==> src/rtl/fhe_acc_pkg.sv <==
// rtl/fhe_acc_pkg.sv - shared types and constants for the RLWE accumulator key path
package fhe_acc_pkg;

  localparam int BIT_WIDTH = 16;
  localparam int LINE_SIZE = 4;
  localparam int LINE_W    = BIT_WIDTH * LINE_SIZE;

  typedef logic [LINE_W-1:0] line_t;

  typedef enum logic [1:0] {
    IDLE  = 2'd0,
    LOAD  = 2'd1,
    FLUSH = 2'd2
  } state_t;

  localparam logic KEY_SEL_A = 1'b0;
  localparam logic KEY_SEL_B = 1'b1;

endpackage

==> src/rtl/key_stage_reg.sv <==
// rtl/key_stage_reg.sv - one-entry skid stage holding a key line and its target FIFO select
module key_stage_reg #(
  parameter int LINE_W = fhe_acc_pkg::LINE_W
) (
  input  logic              clk,
  input  logic              rstn,
  input  logic              push,
  input  logic [LINE_W-1:0] push_data,
  input  logic              push_sel,
  input  logic              pop,
  output logic              valid,
  output logic [LINE_W-1:0] data,
  output logic              sel
);

  logic              valid_q, valid_d;
  logic [LINE_W-1:0] data_q, data_d;
  logic              sel_q, sel_d;

  // A push in the same cycle as a pop replaces the entry, keeping the stage full.
  always_comb begin
    valid_d = valid_q;
    data_d  = data_q;
    sel_d   = sel_q;
    if (push) begin
      valid_d = 1'b1;
      data_d  = push_data;
      sel_d   = push_sel;
    end else if (pop) begin
      valid_d = 1'b0;
    end
  end

  always_ff @(posedge clk) begin
    if (!rstn) begin
      valid_q <= 1'b0;
      data_q  <= '0;
      sel_q   <= 1'b0;
    end else begin
      valid_q <= valid_d;
      data_q  <= data_d;
      sel_q   <= sel_d;
    end
  end

  assign valid = valid_q;
  assign data  = data_q;
  assign sel   = sel_q;

endmodule

==> src/rtl/key_fifo_loader.sv <==
// rtl/key_fifo_loader.sv - demultiplexes the interleaved poly-a/poly-b key stream into two key FIFOs
module key_fifo_loader #(
  parameter int LINE_W = fhe_acc_pkg::LINE_W,
  parameter int LEN_W  = 12,
  parameter int KEY_W  = 16
) (
  input  logic                   clk,
  input  logic                   rstn,
  input  logic                   start,
  input  logic [LEN_W-1:0]       length_lines,
  input  logic [KEY_W-1:0]       num_keys,
  input  logic                   in_valid,
  input  logic [LINE_W-1:0]      in_data,
  output logic                   in_ready,
  input  logic [1:0]             key_full,
  output logic [1:0]             key_wr_en,
  output logic [1:0][LINE_W-1:0] key_din,
  output logic                   busy,
  output logic                   done
);

  import fhe_acc_pkg::*;

  state_t           state_q, state_d;
  logic             sel_q, sel_d;
  logic [LEN_W-1:0] line_cnt_q, line_cnt_d;
  logic [KEY_W-1:0] key_cnt_q, key_cnt_d;
  logic [LEN_W-1:0] len_q, len_d;
  logic [KEY_W-1:0] nkeys_q, nkeys_d;
  logic             done_q, done_d;

  logic              stage_valid;
  logic [LINE_W-1:0] stage_data;
  logic              stage_sel;
  logic              write_fire;
  logic              accept;
  logic [LEN_W-1:0]  len_last;
  logic [KEY_W-1:0]  nkeys_last;

  assign len_last   = len_q - LEN_W'(1);
  assign nkeys_last = nkeys_q - KEY_W'(1);

  // Only the target FIFO's full flag gates the write; the other flag is ignored.
  assign write_fire = stage_valid && !key_full[stage_sel];
  assign in_ready   = (state_q == LOAD) && (!stage_valid || write_fire);
  assign accept     = in_valid && in_ready;

  key_stage_reg #(.LINE_W(LINE_W)) u_stage (
    .clk       (clk),
    .rstn      (rstn),
    .push      (accept),
    .push_data (in_data),
    .push_sel  (sel_q),
    .pop       (write_fire),
    .valid     (stage_valid),
    .data      (stage_data),
    .sel       (stage_sel)
  );

  always_comb begin
    state_d    = state_q;
    sel_d      = sel_q;
    line_cnt_d = line_cnt_q;
    key_cnt_d  = key_cnt_q;
    len_d      = len_q;
    nkeys_d    = nkeys_q;
    done_d     = 1'b0;
    case (state_q)
      IDLE: begin
        // A start coinciding with a done pulse is dropped so jobs never overlap.
        if (start && !done_q) begin
          len_d      = length_lines;
          nkeys_d    = num_keys;
          line_cnt_d = '0;
          key_cnt_d  = '0;
          sel_d      = KEY_SEL_A;
          if (num_keys == '0 || length_lines == '0) begin
            done_d = 1'b1;
          end else begin
            state_d = LOAD;
          end
        end
      end
      LOAD: begin
        if (accept) begin
          sel_d = ~sel_q;
          if (sel_q == KEY_SEL_B) begin
            if (line_cnt_q == len_last) begin
              line_cnt_d = '0;
              key_cnt_d  = key_cnt_q + KEY_W'(1);
              if (key_cnt_q == nkeys_last) begin
                state_d = FLUSH;
              end
            end else begin
              line_cnt_d = line_cnt_q + LEN_W'(1);
            end
          end
        end
      end
      FLUSH: begin
        if (write_fire) begin
          done_d  = 1'b1;
          state_d = IDLE;
        end
      end
      default: state_d = IDLE;
    endcase
  end

  always_ff @(posedge clk) begin
    if (!rstn) begin
      state_q    <= IDLE;
      sel_q      <= KEY_SEL_A;
      line_cnt_q <= '0;
      key_cnt_q  <= '0;
      len_q      <= '0;
      nkeys_q    <= '0;
      done_q     <= 1'b0;
    end else begin
      state_q    <= state_d;
      sel_q      <= sel_d;
      line_cnt_q <= line_cnt_d;
      key_cnt_q  <= key_cnt_d;
      len_q      <= len_d;
      nkeys_q    <= nkeys_d;
      done_q     <= done_d;
    end
  end

  always_comb begin
    key_wr_en = 2'b00;
    if (write_fire) begin
      key_wr_en[stage_sel] = 1'b1;
    end
  end

  assign key_din = {stage_data, stage_data};
  assign busy    = (state_q != IDLE);
  assign done    = done_q;

endmodule

==> config.mk <==
export PLATFORM = sky130hd
export DESIGN_NAME = key_fifo_loader
export DESIGN_NICKNAME = d
export VERILOG_FILES = /design/src/rtl/fhe_acc_pkg.sv /design/src/rtl/key_stage_reg.sv /design/src/rtl/key_fifo_loader.sv
export SDC_FILE = /design/constraint.sdc
export NUM_CORES = 1
export LEC_CHECK = 0
export ABC_AREA = 1
export BUFFER_PORTS_ARGS = -buffer_cell sky130_fd_sc_hd__buf_2
export CORE_MARGIN = 10
export CORE_UTILIZATION = 51
export DETAILED_ROUTE_END_ITERATION = 10
export HOLD_SLACK_MARGIN = 0.03
export PLACE_DENSITY = 0.91
export SYNTH_ARGS = -nofsm -noshare
export SYNTH_HDL_FRONTEND = slang
export SYNTH_SLANG_ARGS = --single-unit
==> constraint.sdc <==
create_clock -name clk -period 2.35 [get_ports clk]
set_input_delay 0.47 -clock clk [delete_from_list [all_inputs] [get_ports clk]]
set_output_delay 0.47 -clock clk [all_outputs]
set_load 0.03 [all_outputs]
Yosys cells after proc, flatten, opt, wreduce, memory -nomap -nowiden
Cells that the tools add are included.

operators by class
  mux-type cells = 32
  equality and inequality tests = 11
  bitwise gates (word level) = 1
  add/subtract/negate cells = 4
  reductions and logical operators = 21
  multipliers = 0
  shift-type cells = 0
  div/mod/pow operators = 0
  $lt $le $gt $ge = 2

operator list
  cell                                                                   count
  16-bit two-way mux                                                     4
  12-bit two-way mux                                                     4
  16-bit case mux with 2 select lines                                    1
  12-bit case mux with 2 select lines                                    1
  16-bit by 1-bit adder with 16-bit output (second input constant)       1
  16-bit equality test                                                   1
  16-bit zero test                                                       1
  2-bit two-way mux                                                      8
  16-bit by 1-bit subtractor with 16-bit output (second input constant)  1
  12-bit by 1-bit adder with 12-bit output (second input constant)       1
  12-bit equality test                                                   1
  12-bit zero test                                                       1
  12-bit by 1-bit subtractor with 12-bit output (second input constant)  1
  1-bit two-way mux                                                      10
  2-bit != test (second input constant)                                  5
  7-bit AND reduction                                                    1
  2-bit case mux with 3 select lines                                     1
  2-bit nonzero test                                                     3
  1-bit logical AND                                                      5
  5-bit AND reduction                                                    1
  2-bit by 1-bit != test with 1-bit output (second input constant)       2
  1-bit case mux with 2 select lines                                     2
  4-bit AND reduction                                                    1
  1-bit zero test                                                        3
  other kinds (10)                                                       11

word-level totals
  output and inout bits = 133
  flip-flop bits (word level) = 126
  logic and storage cells = 81
  latch bits = 0
  memories kept = 0
  ROM bits = 0
  RAM bits = 0

Longest topological paths before layout
Gate-level depths: netlist of run 1.

  depth after elaboration = 9
  depth in mapped cells = 16
  gate-level depth less buffers = 16

Hierarchy
Synthesis of run 1 repeated with hierarchy kept, for this count alone.

second synthesis, totals
  cell total of the unflattened synthesis = 982
  area, all modules = 6742.7 sq um

by module, submodules not included
  module           sequential area each (sq um)  area an instance (sq um)  cells an instance  times used
  key_fifo_loader  1201.2                        4424.2                    695                1
  key_stage_reg    1321.3                        2318.5                    287                1

Worst setup path after synthesis of run 1
Ideal clock, no wire load.

  path type = register -> output
  start point = register state_q[0]
  end point = output port in_ready
  slack = 331 ps
  arrival = 1549 ps
  buffers on the path = 1
  stages on the path, launching flop included = 6
  cell sequence = dfxtp_1 inv_2 nor2_4 clkinv_1 clkbuf_1 a31oi_1

between the ends
  longest elaborated chain between the ends = 2

RTL lines
  what                                            RTL line                text
  from (decl)                                     key_fifo_loader.sv:24   state_t state_q, state_d;
  from (signal assigned)                          key_fifo_loader.sv:120  state_q <= state_d;
  2-bit by 1-bit equality test with 1-bit output  key_fifo_loader.sv:45   assign in_ready = (state_q == LOAD) && (!stage_valid || write_fire);
  1-bit logical AND                               key_fifo_loader.sv:45
  to (decl)                                       key_fifo_loader.sv:14   output logic in_ready,

Every way passes these cells.

Worst setup path in the final report of run 1
  start point = register nkeys_q[0]
  end point = register state_q[0]

between the ends
  longest elaborated chain between the ends = 4

RTL lines
  what                                                       RTL line                text
  from (decl)                                                key_fifo_loader.sv:29   logic [KEY_W-1:0] nkeys_q, nkeys_d;
  from (signal assigned)                                     key_fifo_loader.sv:125  nkeys_q <= nkeys_d;
  16-bit by 1-bit subtractor with 16-bit output              key_fifo_loader.sv:41   assign nkeys_last = nkeys_q - KEY_W'(1);
  16-bit equality test                                       key_fifo_loader.sv:91   if (key_cnt_q == nkeys_last) begin
  2-bit by 1-bit != test with 1-bit output (no source line)  -
  7-bit AND reduction (no source line)                       -

Every way passes these cells.
A chain may end at the register's enable or synchronous reset.

==> results of run 1 <==
-- worst max-delay path, cell delays in order (launching register included) --
cell and delay, ps:
dfxtp_1 300, inv_1 150, ha_1 260, nand2_1 120, nor2_2 260, nand2_1 90
nand2_1 60, nand2_1 50, nor2_1 140, nand2_1 80, nor2_1 170, nand2_1 90
nand2_1 80, nand3_1 70, nand2_1 60, inv_1 30
-- Yosys cell counts (all sizes together), types with 10 or more instances --
cell    count
nand2     269
o21ai      39
xor2       22
nor3       11
xnor2      16
dfxtp     126
buf        74
nand4      10
nor2      124
nand3      60
a21oi     101
clkbuf     27
inv        65
-- layout by cell type, fill, tap and decap left out, types with 10 or more instances in the layout --
cell type / netlist / final
dfxtp_1: 126 / 126
buf_2: 1 / 230
nand4_1: 10 / 10
nand2_2: 13 / 13
clkbuf_16: 0 / 17
xor2_1: 22 / 22
nor2_1: 112 / 111
a21oi_1: 91 / 91
nor3_1: 10 / 10
a21oi_2: 10 / 10
xnor2_1: 16 / 16
nand3_1: 46 / 46
nand3_2: 14 / 14
nand2_1: 254 / 254
o21ai_0: 38 / 36
inv_1: 61 / 60
-- final cells by class --
| cell class | count | area, um2 | area share, % |
|---|---|---|---|
| Timing Repair Buffer | 239 | 1220 | 14.9 |
| Inverter | 68 | 258 | 3.15 |
| Sequential cell | 126 | 2520 | 30.8 |
| Tap cell | 176 | 220 | 2.69 |
| Clock inverter | 10 | 136 | 1.66 |
| Multi-Input combinational cell | 679 | 3360 | 41.0 |
| Clock buffer | 22 | 474 | 5.79 |
-- stage by stage --
step           hold WS (ps)  instances  power, mW  setup slack, ps
2_1_floorplan           448        974       5.85              331
3_3_place_gp            459       1288       6.43              325
3_5_place_dp            466       1288       6.55              218
4_1_cts                 286       1320       9.31              141
5_1_grt                 286       1320       9.83             22.7
6_report                301       1320       9.31              230
-- power by group --
part / total [mW] / leakage [nW] / internal [mW] / switching, mW
Sequential: 2.79 / 1.03 / 2.47 / 0.319
Clock: 2.70 / 0.292 / 1.75 / 0.949
Combinational: 3.82 / 2.44 / 1.15 / 2.67
-- registers in the layout, indices dropped and copies added, names as in the netlist --
signal         flops
done               1
len_q             12
nkeys_q           16
line_cnt_q        12
u_stage.valid      1
u_stage.sel        1
u_stage.data      64
key_cnt_q         16
state_q            2
sel_q              1
-- routing by layer --
metal	wire [um]	global-route usage, %	vias up
met5	0	0	-
met4	456	8.01	0
met3	1200	5.34	32
met2	10600	37.1	248
met1	7870	22.4	3186
li1	-	-	3367
-- repair_timing --
action,CTS,global route
setup endpoints to repair,0,18
resized for setup,0,4
hold buffers,0,0
buffers inserted,0,0
-- logic make-up (layout without fill, tap and decap cells) --
logic type      after synthesis  in the layout  share of synthesized area [%]
simple gates                494            494                           32.5
buf+inv                     169            339                           13.5
compound gates              143            143                           11.2
flops                       126            126                           37.1
xor+xnor                     38             38                           4.90
fa+ha+maj                     4              4                          0.737
-- path summary, 6_finish.rpt --
path / start / endpoint / cells past startpoint
max: nkeys_q[0] / state_q[0] / 15
min: in_data[42] / u_stage.data[42] / 3
max reg2reg: nkeys_q[0] / state_q[0] / 15
min reg2reg: u_stage.data[10] / u_stage.data[10] / 2
==> impl_metrics.toml, run 1 <==
[status]
status = "finished clean"

[cts]
cts-root-buf = "clkbuf_16"
clk_pin_slew_ps = 60
clk_latency_ps = 410
cts_tree = "yes"
cts_buffers = 17
clock-sinks = 126
cts_max_level = 4
clockBufferDepth = 2

[grt]
grt_max_degree = 68
antenna_found_initial = 0
grt-ovfl-total = 0
track_usage_pct = 20.5
grt_pass1_vias = 6674
grt_pass1_wl_um = 31100

[setup_path]
end_kind = "flop"
worstSetupStartpointType = "flop"
cp_max_fo = 7
timing.critical_path.arrival_ps = 2430
r2r_slack_ps = 230
cp.required_ps = 2660
path_class = "reg -> reg"

[place]
dpl-instance-area_um2 = 7570
io_buffers = 230
place.gp.congestion = 0.887
hpwl_um = 14900

[power_and_ir_drop]
pwr_density_cell_nw_per_um2 = 1140
leakagePower_nw = 3.76
peakVddDrop_mv = 0.562

[floorplan]
die_x_um = 135
die_h_um = 135
core_area_um2 = 13100
dieArea_um2 = 18300
pin_count = 231
floorplan.rows = 42
initial_core_util_pct = 51.7

[sta]
finalCritPeriodShare_pct = 90.2
drv_slew = 0
tightest_slew_ps = 678
layout_min_cycle_time_ps = 2120
fmax_mhz = 472
slew_headroom_pct = 54.8
grt_setup_unrepaired = "no"
setup_viol = 0
skew_ps = 7.46
setup_tns_ps = 0
hold_violations = 0

[routing]
vias_per_cell = 5.18
dr.pass1.iters = 5
vias = 6833
antenna_left = 0
wl_per_cell_um = 15.3
drc_errors = 0
drtIter0Drc = 419
wl_um = 20100

[logic_synthesis]
syn_nets = 1076
syn_avg_cell_area_um2 = 6.98
yosys.area.top_type_share_pct = 37.1
netlist_area_um2 = 6800
synth_area_leaders = "dfxtp_1, nand2_1, buf_4, a21oi_1, nor2_1"
ys_ff_latch = 126
synth_flop_cell = "dfxtp_1"
yosysTopAreaCell = "dfxtp_1"
synth.distinct_cells = 38
yosysSeqAreaShare_pct = 37.1
synthArstFlopShare_pct = 0
postSynthCellCount = 974
yosysWarnings = 0
synth_edf_count = 0

[min_path]
hold_path.class = "in -> reg"

[layout]
fillCellCount = 1122
area_delta_synth_final_pct = 20.5
drive_above_1_share_pct = 28.8
nNetsFinal = 1233
diodes = 0
fin_area_um2 = 8190
fin_util_pct = 62.4

[run]
max-cap-violations = 0
Power figures use the tool's default switching activity.
==> inputs of run 2 (changes only) <==
- REMOVE_ABC_BUFFERS: not set -> 1
==> impl_metrics.toml, run 2 (synthesized netlist as in run 1, its figures left out) <==
[grt]
track_usage_pct = 21.2
grt_max_degree = 68
grt_pass1_vias = 6323
antenna_found_initial = 0
grt_pass1_wl_um = 31400
grt-ovfl-total = 0

[place]
dpl_worst_slack_ps = 193
dpl-instance-area_um2 = 7600
place.gp.congestion = 0.901
io_buffers = 230
hpwl_um = 15500

[setup_path]
path_class = "reg -> reg"
timing.rr.end = "key_cnt_q[1]"
rr_worst_depth = 13
end_kind = "flop"
r2r_slack_ps = 240
cp_max_fo = 19
regToRegStartpoint = "len_q[0]"
cp.required_ps = 2650
timing.critical_path.arrival_ps = 2420
worstSetupStartpointType = "flop"

[layout]
final_common_cell = "nand2_1"
diodes = 0
area_delta_synth_final_pct = 19.8
fin_util_pct = 62.0
largest_reg_flops = 64
fillCellCount = 1161
final_cell_mix = "nand2_1, buf_2, dfxtp_1, nor2_1, a21oi_1"
fin_area_um2 = 8140
nNetsFinal = 1235
drive_above_1_share_pct = 29.0

[min_path]
hp-start = "in_data[24]"
hold_path.class = "in -> reg"
worstHoldPathCells = 3
holdPathEnd = "u_stage.data[24]"

[status]
status = "finished clean"

[sta]
tightest_slew_ps = 688
slew_headroom_pct = 54.1
setup_ws_ps = 235
drv_slew = 0
setup_viol = 0
layout_min_cycle_time_ps = 2110
grt_setup_unrepaired = "no"
hold_violations = 0
fmax_mhz = 473
skew_ps = 9.53
finalCritPeriodShare_pct = 90.0

[routing]
dr.pass1.iters = 5
drtIter0Drc = 478
wl_um = 20200
drc_errors = 0
antenna_left = 0
wl_per_cell_um = 15.3
vias = 6683
vias_per_cell = 5.06

[power_and_ir_drop]
leakagePower_nw = 3.73
peakVddDrop_mv = 0.759
pwr_density_cell_nw_per_um2 = 1100

[floorplan]
initial_core_util_pct = 51.7
dieArea_um2 = 18300
die_h_um = 135
die_x_um = 135
pin_count = 231
core_area_um2 = 13100
floorplan.rows = 42

[cts]
clk_pin_slew_ps = 60
cts-root-buf = "clkbuf_16"
clock-sinks = 126
cts_buffers = 17
clockBufferDepth = 2
cts_tree = "yes"
clk_latency_ps = 410
ctsHoldBuffers = 0
cts_max_level = 4

[run]
max-cap-violations = 0
## run 2: power by group
group          switching (mW)  internal, mW
registers               0.326          2.47
logic                    2.60          1.15
clock network            1.02          1.36
## run 2: through the flow
stage / setup TNS (ps) / std cells / power, mW / hold slack [ps]
floorplan: -43910 / 873 / 5.47 / 447
global placement: 0 / 1290 / 6.48 / 461
finish: 0 / 1322 / 8.94 / 297
global route: 0 / 1322 / 9.51 / 285
CTS: 0 / 1322 / 8.97 / 280
detailed placement: 0 / 1290 / 6.57 / 466
## run 2: layer usage
layer | part of all wire (%) | routed length [um] | GRT usage, %
met5 | 0 | 0 | 0
met4 | 3.8 | 761 | 9.45
met2 | 49 | 9960 | 35.5
met3 | 10 | 2050 | 10.6
met1 | 37 | 7430 | 21.8
## run 2: area by class of cell
cell class | count | area, um2 | share of cell area [%]
Clock inverter | 14 | 110 | 1.35
Inverter | 68 | 258 | 3.16
Tap cell | 176 | 220 | 2.70
Multi-Input combinational cell | 679 | 3360 | 41.2
Sequential cell | 126 | 2520 | 31.0
Clock buffer | 18 | 429 | 5.27
Timing Repair Buffer | 241 | 1250 | 15.3
## run 2: critical path, stage by stage, from the launching register on
cell and delay [ps]:
dfxtp_1 310, inv_1 150, ha_2 280, nand2_2 90
nor2_1 110, nand2_1 50, nand2_1 70, nand3_2 70
nor2_2 130, nand3_2 130, nand2_4 190, nand2_8 150
o21ai_0 210, nor2_1 60
## run 2: how the worst max path moves through the flow
stage / from / to / cells past startpoint
3_5_place_dp: len_q[0] / key_cnt_q[1] / 13
5_1_grt: len_q[0] / key_cnt_q[1] / 10
6_report: len_q[0] / key_cnt_q[1] / 13
4_1_cts: len_q[0] / key_cnt_q[1] / 13
3_3_place_gp: len_q[0] / state_q[1] / 14
2_1_floorplan: key_full[1] / line_cnt_q[3] / 14
## run 2: timing repair
item,4_1_cts,5_1_grt
gates resized for setup,0,1
buffers inserted,0,0
setup endpoints to repair,0,2
==> inputs of run 3 (changes only) <==
- CORE_UTILIZATION: 51 -> 54
- PLACE_DENSITY: 0.91 -> 0.95
- clock period: 2.35 -> 2.65 ns (I/O delays scaled with it)
==> impl_metrics.toml, run 3 (synthesized netlist as in run 1, its figures left out) <==
[floorplan]
die_h_um = 132
initial_core_util_pct = 55.9
die_x_um = 132
pin_count = 231
dieArea_um2 = 17500
floorplan.rows = 40
core_area_um2 = 12200

[setup_path]
end_kind = "flop"
cp_max_fo = 19
cp_top_family = "simple AND/OR/NAND/NOR gates"
worstSetupStartpointType = "flop"
cpPeakStageDelay_ps = 320
cp.required_ps = 2950
cp_slowest_cell = "dfxtp_1"
path_class = "reg -> reg"
timing.critical_path.arrival_ps = 2680
worst-path-buf-inv = 1
crit_path_cell_trace = "inv_1 -> ha_1 -> xnor2_1 -> xor2_1 -> nor3_2 -> nand3_2 -> nand2_4 -> nand2_8 -> o21ai_0 -> nor2_1"

[cts]
cts_tree = "yes"
cts_resized = 0
cts_max_level = 4
clock-sinks = 126
cts_buffers = 17
clk_latency_ps = 420
clk_pin_slew_ps = 60
ctsHoldBuffers = 0
clockBufferDepth = 2
cts-root-buf = "clkbuf_16"
postCtsSetupBuffers = 0

[place]
dpl_worst_slack_ps = 362
io_buffers = 230
place.gp.congestion = 0.912
hpwl_um = 15800

[grt]
antenna_found_initial = 0
grt-ovfl-total = 0
grt_pass1_vias = 6661
grt_max_degree = 68
grt_pass1_wl_um = 34000
track_usage_pct = 23.6

[layout]
fin_util_pct = 67.1
register_area_um2 = 2520
largest_reg_flops = 64
nNetsFinal = 1231
multi_input_area_um2 = 3360
area_delta_synth_final_pct = 20.0
fillCellCount = 1000
drive_above_1_share_pct = 28.7
final_common_cell = "nand2_1"
final_cell_mix = "nand2_1, buf_2, dfxtp_1, nor2_1, a21oi_1"

[sta]
drv_slew = 0
hold_slack_ps = 347
fmax_mhz = 422
setup_viol = 0
grt_setup_unrepaired = "no"
layout_min_cycle_time_ps = 2370
setup_ws_ps = 279
tightest_slew_ps = 678
finalCritPeriodShare_pct = 89.5
slew_headroom_pct = 54.8
skew_ps = 9.20
hold_violations = 0

[power_and_ir_drop]
pwr_density_cell_nw_per_um2 = 1000
peakVddDrop_mv = 0.629
leakagePower_nw = 3.75

[routing]
vias_per_cell = 5.22
vias = 6846
drtIter0Drc = 386
wl_per_cell_um = 16.4
wl_um = 21400
antenna_left = 0
drc_errors = 0
dr.pass1.iters = 7

[min_path]
hold_path.class = "in -> reg"

[run]
max-cap-violations = 0

[status]
status = "finished clean"
## run 3: cell types whose count changed in the layout (fill, tap and decap cells not counted), sizes merged
cell | previous run | this run
buf | 241 | 237
clkinvlp | 4 | 1
diode | 0 | 1
clkbuf | 18 | 19
bufinv | 0 | 2
## run 3: layout make-up
cell class                      instances  share of cell area, %
Multi-Input combinational cell        679                   41.1
Antenna cell                            1                 0.0307
Clock buffer                           19                   5.55
Inverter                               68                   3.16
Tap cell                              168                   2.58
Sequential cell                       126                   30.9
Timing Repair Buffer                  237                   14.8
Clock inverter                         13                   1.86
## run 3: per-layer routing
metal	global-route usage, %	routed length (um)	vias to the layer above
met5	0	0	-
met4	9.11	675	0
met3	9.95	2110	52
met2	41.7	11000	313
met1	24.2	7680	3099
li1	-	-	3382
## run 3: per-stage QoR
stage | area [um2] | setup TNS (ps) | instances | power (mW)
2_1_floorplan | 6140 | -21970 | 873 | 4.85
3_3_place_gp | 7550 | 0 | 1278 | 5.68
3_5_place_dp | 7550 | 0 | 1278 | 5.77
4_1_cts | 8150 | 0 | 1310 | 8.18
5_1_grt | 8150 | 0 | 1310 | 8.66
6_report | 8160 | 0 | 1311 | 8.17
## run 3: path summary, 6_finish.rpt
kind                                  startpoint               end  slack (ps)  depth (start not counted)
worst min register to register  u_stage.data[58]  u_stage.data[58]         480                          2
worst min-delay path                  in_data[1]   u_stage.data[1]         350                          3
worst max-delay path                    len_q[0]      key_cnt_q[0]         280                         10
worst max register to register          len_q[0]      key_cnt_q[0]         280                         10
## run 3: worst min-delay path, cell delays in order
cell and delay (ps):
buf_2 90, nand2_1 50, a21oi_1 50
## run 3: power by group
group          internal, mW  switching (mW)  leakage [nW]
registers              2.19           0.282          1.03
clock network          1.45           0.927         0.296
logic                 0.986            2.33          2.43
total                  4.63            3.54          3.75
